### src/rtl/booth_mul_seq_if.sv
// Request/response bundle between the EX-stage issue logic and the sequential Booth multiplier.
// The master starts and cancels operations; the slave returns stall/busy/done and the product.
interface booth_mul_seq_if #(
    parameter int unsigned WIDTH = 32
) ();
    logic             start;
    logic             abort;
    logic [WIDTH-1:0] a;
    logic [WIDTH-1:0] b;
    logic             stall;
    logic             busy;
    logic             done;
    logic [WIDTH-1:0] hi;
    logic [WIDTH-1:0] lo;

    modport master (
        output start, abort, a, b,
        input  stall, busy, done, hi, lo
    );

    modport slave (
        input  start, abort, a, b,
        output stall, busy, done, hi, lo
    );
endinterface

### src/rtl/booth_mul_seq.sv
// Radix-2 Booth multiplier: one add/sub-and-shift step per cycle, WIDTH steps per product.
// Freezes the pipeline through stall and returns a signed 2*WIDTH product on hi/lo.
module booth_mul_seq #(
    parameter int unsigned WIDTH = 32,
    parameter int unsigned CNT_W = 6
) (
    input  logic            clk,
    input  logic            reset,
    booth_mul_seq_if.slave  bus
);
    typedef enum logic [1:0] {StIdle, StRun, StDone} state_e;

    state_e             state_q, state_d;
    logic [WIDTH:0]     m_q, m_d;
    logic [WIDTH:0]     acc_q, acc_d;
    logic [WIDTH-1:0]   q_q, q_d;
    logic               qm1_q, qm1_d;
    logic [CNT_W-1:0]   cnt_q, cnt_d;
    logic [WIDTH-1:0]   hi_q, hi_d;
    logic [WIDTH-1:0]   lo_q, lo_d;
    logic               busy_q, done_q;
    logic [WIDTH:0]     sum;
    logic               load;

    // A carries one extra bit so that subtracting M = -2^(WIDTH-1) cannot overflow.
    always_comb begin
        unique case ({q_q[0], qm1_q})
            2'b01:   sum = acc_q + m_q;
            2'b10:   sum = acc_q - m_q;
            default: sum = acc_q;
        endcase
    end

    always_comb begin
        state_d = state_q;
        m_d     = m_q;
        acc_d   = acc_q;
        q_d     = q_q;
        qm1_d   = qm1_q;
        cnt_d   = cnt_q;
        hi_d    = hi_q;
        lo_d    = lo_q;
        load    = 1'b0;

        case (state_q)
            StIdle: begin
                if (bus.start && !bus.abort) begin
                    load    = 1'b1;
                    state_d = StRun;
                end
            end
            StRun: begin
                if (bus.abort) begin
                    state_d = StIdle;
                end else begin
                    acc_d = {sum[WIDTH], sum[WIDTH:1]};
                    q_d   = {sum[0], q_q[WIDTH-1:1]};
                    qm1_d = q_q[0];
                    cnt_d = cnt_q - CNT_W'(1);
                    if (cnt_q == CNT_W'(1)) begin
                        state_d = StDone;
                        hi_d    = acc_d[WIDTH-1:0];
                        lo_d    = q_d;
                    end
                end
            end
            StDone: begin
                if (bus.abort) begin
                    state_d = StIdle;
                end else if (bus.start) begin
                    load    = 1'b1;
                    state_d = StRun;
                end else begin
                    state_d = StIdle;
                end
            end
            default: state_d = StIdle;
        endcase

        if (load) begin
            m_d   = {bus.a[WIDTH-1], bus.a};
            acc_d = '0;
            q_d   = bus.b;
            qm1_d = 1'b0;
            cnt_d = CNT_W'(WIDTH);
        end
    end

    always_ff @(posedge clk) begin
        if (reset) begin
            state_q <= StIdle;
            m_q     <= '0;
            acc_q   <= '0;
            q_q     <= '0;
            qm1_q   <= 1'b0;
            cnt_q   <= '0;
            hi_q    <= '0;
            lo_q    <= '0;
            busy_q  <= 1'b0;
            done_q  <= 1'b0;
        end else begin
            state_q <= state_d;
            m_q     <= m_d;
            acc_q   <= acc_d;
            q_q     <= q_d;
            qm1_q   <= qm1_d;
            cnt_q   <= cnt_d;
            hi_q    <= hi_d;
            lo_q    <= lo_d;
            busy_q  <= (state_d == StRun);
            done_q  <= (state_d == StDone);
        end
    end

    // Stall drops in the DONE cycle so the multiply can retire with hi/lo valid.
    always_comb begin
        bus.stall = (state_q == StRun) | ((state_q != StRun) & bus.start & ~bus.abort);
    end

    assign bus.busy = busy_q;
    assign bus.done = done_q;
    assign bus.hi   = hi_q;
    assign bus.lo   = lo_q;
endmodule
### src/flat_wrapper.sv
// flat-port wrapper written by rule: the top's interface ports become plain ports
module booth_mul_seq_flat 
#(
    parameter int unsigned WIDTH = 32,
    parameter int unsigned CNT_W = 6
)
  (clk, reset, bus_start, bus_abort, bus_a, bus_b, bus_stall, bus_busy, bus_done, bus_hi, bus_lo);
  booth_mul_seq_if #(.WIDTH(WIDTH)) bus_i ();
  input  logic clk;
  input  logic reset;
  input wire logic [$bits(bus_i.start)-1:0] bus_start;
  input wire logic [$bits(bus_i.abort)-1:0] bus_abort;
  input wire logic [$bits(bus_i.a)-1:0] bus_a;
  input wire logic [$bits(bus_i.b)-1:0] bus_b;
  output wire logic [$bits(bus_i.stall)-1:0] bus_stall;
  output wire logic [$bits(bus_i.busy)-1:0] bus_busy;
  output wire logic [$bits(bus_i.done)-1:0] bus_done;
  output wire logic [$bits(bus_i.hi)-1:0] bus_hi;
  output wire logic [$bits(bus_i.lo)-1:0] bus_lo;
  assign bus_i.start = bus_start;
  assign bus_i.abort = bus_abort;
  assign bus_i.a = bus_a;
  assign bus_i.b = bus_b;
  assign bus_stall = bus_i.stall;
  assign bus_busy = bus_i.busy;
  assign bus_done = bus_i.done;
  assign bus_hi = bus_i.hi;
  assign bus_lo = bus_i.lo;
  booth_mul_seq #(.WIDTH(WIDTH), .CNT_W(CNT_W)) u_core (.clk(clk), .reset(reset), .bus(bus_i));
endmodule
### config.mk
export PLATFORM = sky130hd
export DESIGN_NAME = booth_mul_seq_flat
export DESIGN_NICKNAME = d
export VERILOG_FILES = /design/src/rtl/booth_mul_seq_if.sv /design/src/rtl/booth_mul_seq.sv /design/src/flat_wrapper.sv
export SDC_FILE = /design/constraint.sdc
export NUM_CORES = 1
export LEC_CHECK = 0
export CAP_MARGIN = 10
export CORE_MARGIN = 10
export CORE_UTILIZATION = 55
export CTS_BUF_LIST = sky130_fd_sc_hd__clkbuf_8
export CTS_CLUSTER_DIAMETER = 200
export DETAILED_ROUTE_END_ITERATION = 12
export GPL_TIMING_DRIVEN = 0
export MAX_ROUTING_LAYER = met4
export PLACE_DENSITY = 0.81
export SYNTH_ARGS = -nofsm -noshare
export SYNTH_HDL_FRONTEND = slang
export SYNTH_SLANG_ARGS = --single-unit
export TNS_END_PERCENT = 1
### constraint.sdc
create_clock -name clk -period 13 [get_ports clk]
set_clock_uncertainty 0.05 [all_clocks]
set_input_delay 2.6 -clock clk [delete_from_list [all_inputs] [get_ports clk]]
set_output_delay 2.6 -clock clk [all_outputs]
set_load 0.1 [all_outputs]
==> metrics <==
clk sinks=171; cts repair resizes=0; Mapped Cells=1,169; most common cell after layout, fill and taps aside=nand2_1; synth top area cells=dfxtp_1 (38%), a21oi_1 (7.5%), nand2_1 (7.3%), nor2_1 (6.4%), ha_1 (5.0%); CP Data Arrival Time=4420 ps; final instance area=11,000 um2; Yosys warning total=0; Top cell by count, worst path=clkdlybuf4s50_1; Power Internal=838 uW; Post-CTS Hold Fix Bufs=0; FF+latch count, synth=171; switching share of total power=35.4%; LEAKAGE=0.00396 uW; Post-CTS Setup Repair Bufs=0; CP bufs+invs=2; CP Max Fanout=3; Finished Core Util=68.9%; Post-synth ARST share=0%; DR WL/cell=18.9 um; Maximum Capacitance Violations=0; register area=3420 um2; final hold viol count=0; Root Driver=clkbuf_8; Core Area=15,900 um2; DRT iter0 DRCs=721; DRC viols=0; DRT antenna net count=0; area share of the largest cell type after synthesis=38.2%; CP Capture Type=output pin; DP Cell Count=1,518; min cycle time layout=7070 ps; hold crit path type=reg -> reg; GRT Total Usage=26.8%; total number of vias=9,159; peak supply drop=84.8 uV; P_sw=459 uW; Port Buffers=133; footprint of the multi-input gates=5150 um2; vias in the first global route=8,548; initial antenna violation count=0; Yosys cell types=71; layout cell share with drive strength beyond 1=4.12%; unrepaired setup endpoints after global routing=false; CTS tree=built; Required @ worst endpoint=10,350 ps; sequential share of power=43.1%; Layout Cells excl Fill=1,550; Pins Over Slew Limit=0; setup TNS=0 ps; Die X=148 um; Seq/Total Area, Yosys=38.2%; Net Count, Synth=1,274; clk slew on worst S/H paths=110 ps; Detailed Routing Iterations Pass 1=5; final wirelength=29,300 um; CTS Buf Count=17; Clock Power Share=30.8%; delay-heaviest family, CP=buffers and inverters; status=finished, final reports clean; worst slew pin tran=1080 ps; clk buf depth=2; global-route wire length before repair=45,900 um; Vias per Instance=5.91; Clock Latency Late Sink=480 ps; endpoints failing setup=0; GRT Residual Overflow=0; Setup CP Type=in -> out; Ports=135; Layout Area Growth over Synthesis=22.6%; FP Rows=46; fill cell count=1,375; Die Footprint=21,800 um2; Mapped Area=8960 um2; final worst-path cycle share=54.4%; nets@finish=1,426; placed cell area=10,600 um2; worst-path cell chain=clkdlybuf4s50_1, nand2b_1, nand2_1, clkdlybuf4s50_1; Comb pwr share=26.1%; commonest non-fill, non-tap cells in the layout=nand2_1 (174), dfxtp_1 (171), nor2_1 (154), a21oi_1 (135), clkdlybuf4s50_1 (133); FMAX=141 MHz; pwr/cell area=118 nW/um2; Initial Util=56.2%; DP HPWL=22,500 um; chip height=148 um; Critical Path Max Stage Delay=1120 ps; H-tree levels=4; crit start category=primary input; Rel. slew slack=28.0%; largest net degree at the start of global routing=19; Mapped Avg Cell Area=7.67 um2; number of synthesized flops with an enable pin=0; Ant. Diodes=0; Yosys top cell by area=dfxtp_1; Primary FF master, synth=dfxtp_1; Power Total=1300 uW; CP max-delay cell=clkdlybuf4s50_1; routability congestion estimate=0.977
[registers in the layout (all words and copies together) (netlist names)]
signal and flops:
u_core.bus.done 1, u_core.m_q 32, u_core.bus.busy 1, u_core.acc_q 32, u_core.q_q 32, u_core.bus.hi 32, u_core.cnt_q 6, u_core.state_q 2
u_core.qm1_q 1, u_core.bus.lo 32
[path summary, 6_finish.rpt]
kind                          start                end  slack [ps]  cells after the start
setup / recovery          bus_abort          bus_stall        5930                      4
hold / removal    u_core.bus.lo[26]  u_core.bus.lo[26]         410                      2
setup reg to reg      u_core.m_q[2]   u_core.acc_q[30]        7940                     16
hold reg to reg   u_core.bus.lo[26]  u_core.bus.lo[26]         410                      2
[worst register-to-register path, stage by stage, from the launching register on]
cell and delay (ps):
dfxtp_1 370, or4_1 600, nor3_2 200, nand2_1 130, nor4_2 550, a21oi_1 200, xnor2_1 190, ha_1 290
clkbuf_1 290, nand2_1 130, o21ai_1 330, a311oi_1 150, a21oi_1 260, nor2_1 120, o41ai_1 500, mux2_2 410
a211oi_1 220
[Yosys cell counts (2+ instances only)]
cell type / number
nor4_1: 7
clkbuf_1: 65
nand2b_1: 11
a211oi_1: 37
xor2_1: 6
o2111ai_1: 3
o21ai_0: 50
o21a_1: 9
o22ai_1: 33
and2_1: 5
a31o_2: 3
inv_1: 24
ha_1: 36
buf_1: 13
and3_1: 2
and4_1: 2
or4_1: 4
dfxtp_1: 171
nor2_1: 154
or4_4: 2
a31oi_1: 15
o21bai_1: 3
a21o_1: 11
a21oi_1: 135
or3_1: 3
o31ai_1: 2
nand3_1: 14
nor3_1: 47
nand2_1: 174
o21ai_1: 3
xnor2_1: 49
a2111oi_0: 6
or2_2: 6
o31a_1: 2
a311oi_1: 3
mux2i_1: 12
nand4_1: 4
o41ai_1: 2
o211ai_1: 7
nor2b_1: 3
[per-stage QoR]
| stage | setup slack [ps] | hold WS (ps) |
|---|---|---|
| 4_1_cts | 5930 | 412 |
| 2_1_floorplan | 6950 | 386 |
| 3_3_place_gp | 5940 | 388 |
| 6_report | 5930 | 411 |
| 3_5_place_dp | 5930 | 396 |
| 5_1_grt | 5850 | 427 |
[cell type report]
class,instances,share of cell area (%)
multi-input cells,895,46.9
plain buffers,78,2.66
inverters,25,0.854
flip-flops and latches,171,31.2
well taps,216,2.46
repair buffers,133,12.1
clock inverters,14,1.57
clock buffers,18,2.25
[layer usage]
metal | vias to the layer above | routed length (um) | track usage [%]
met5 | - | 0 | -
met1 | 4334 | 13200 | 35.2
met3 | 28 | 2400 | 6.41
li1 | 4419 | - | -
met4 | 0 | 295 | 5.35
met2 | 378 | 13400 | 41.4
[cell families (layout without fill, tap and decap cells)]
logic type	Yosys count	count (layout)	share of synthesized area [%]
buffers and inverters	103	268	4.31
and+or+nand+nor	450	450	22.2
xor gates and xnor gates	55	55	5.37
DFF	171	171	38.2
adders and majority gates	37	37	5.25
muxes	13	13	1.47
AOI/OAI and AO/OA	340	340	23.2
[power groups by stage]
stage                     registers, uW  clock network, uW  logic [uW]
after detailed placement            571                  0         330
after global routing                562                419         370
after CTS                           559                401         331
after floorplan                     570                  0         232
after global placement              570                  0         326
final                               560                399         338
No activity file was read; power rests on OpenSTA's default activity.
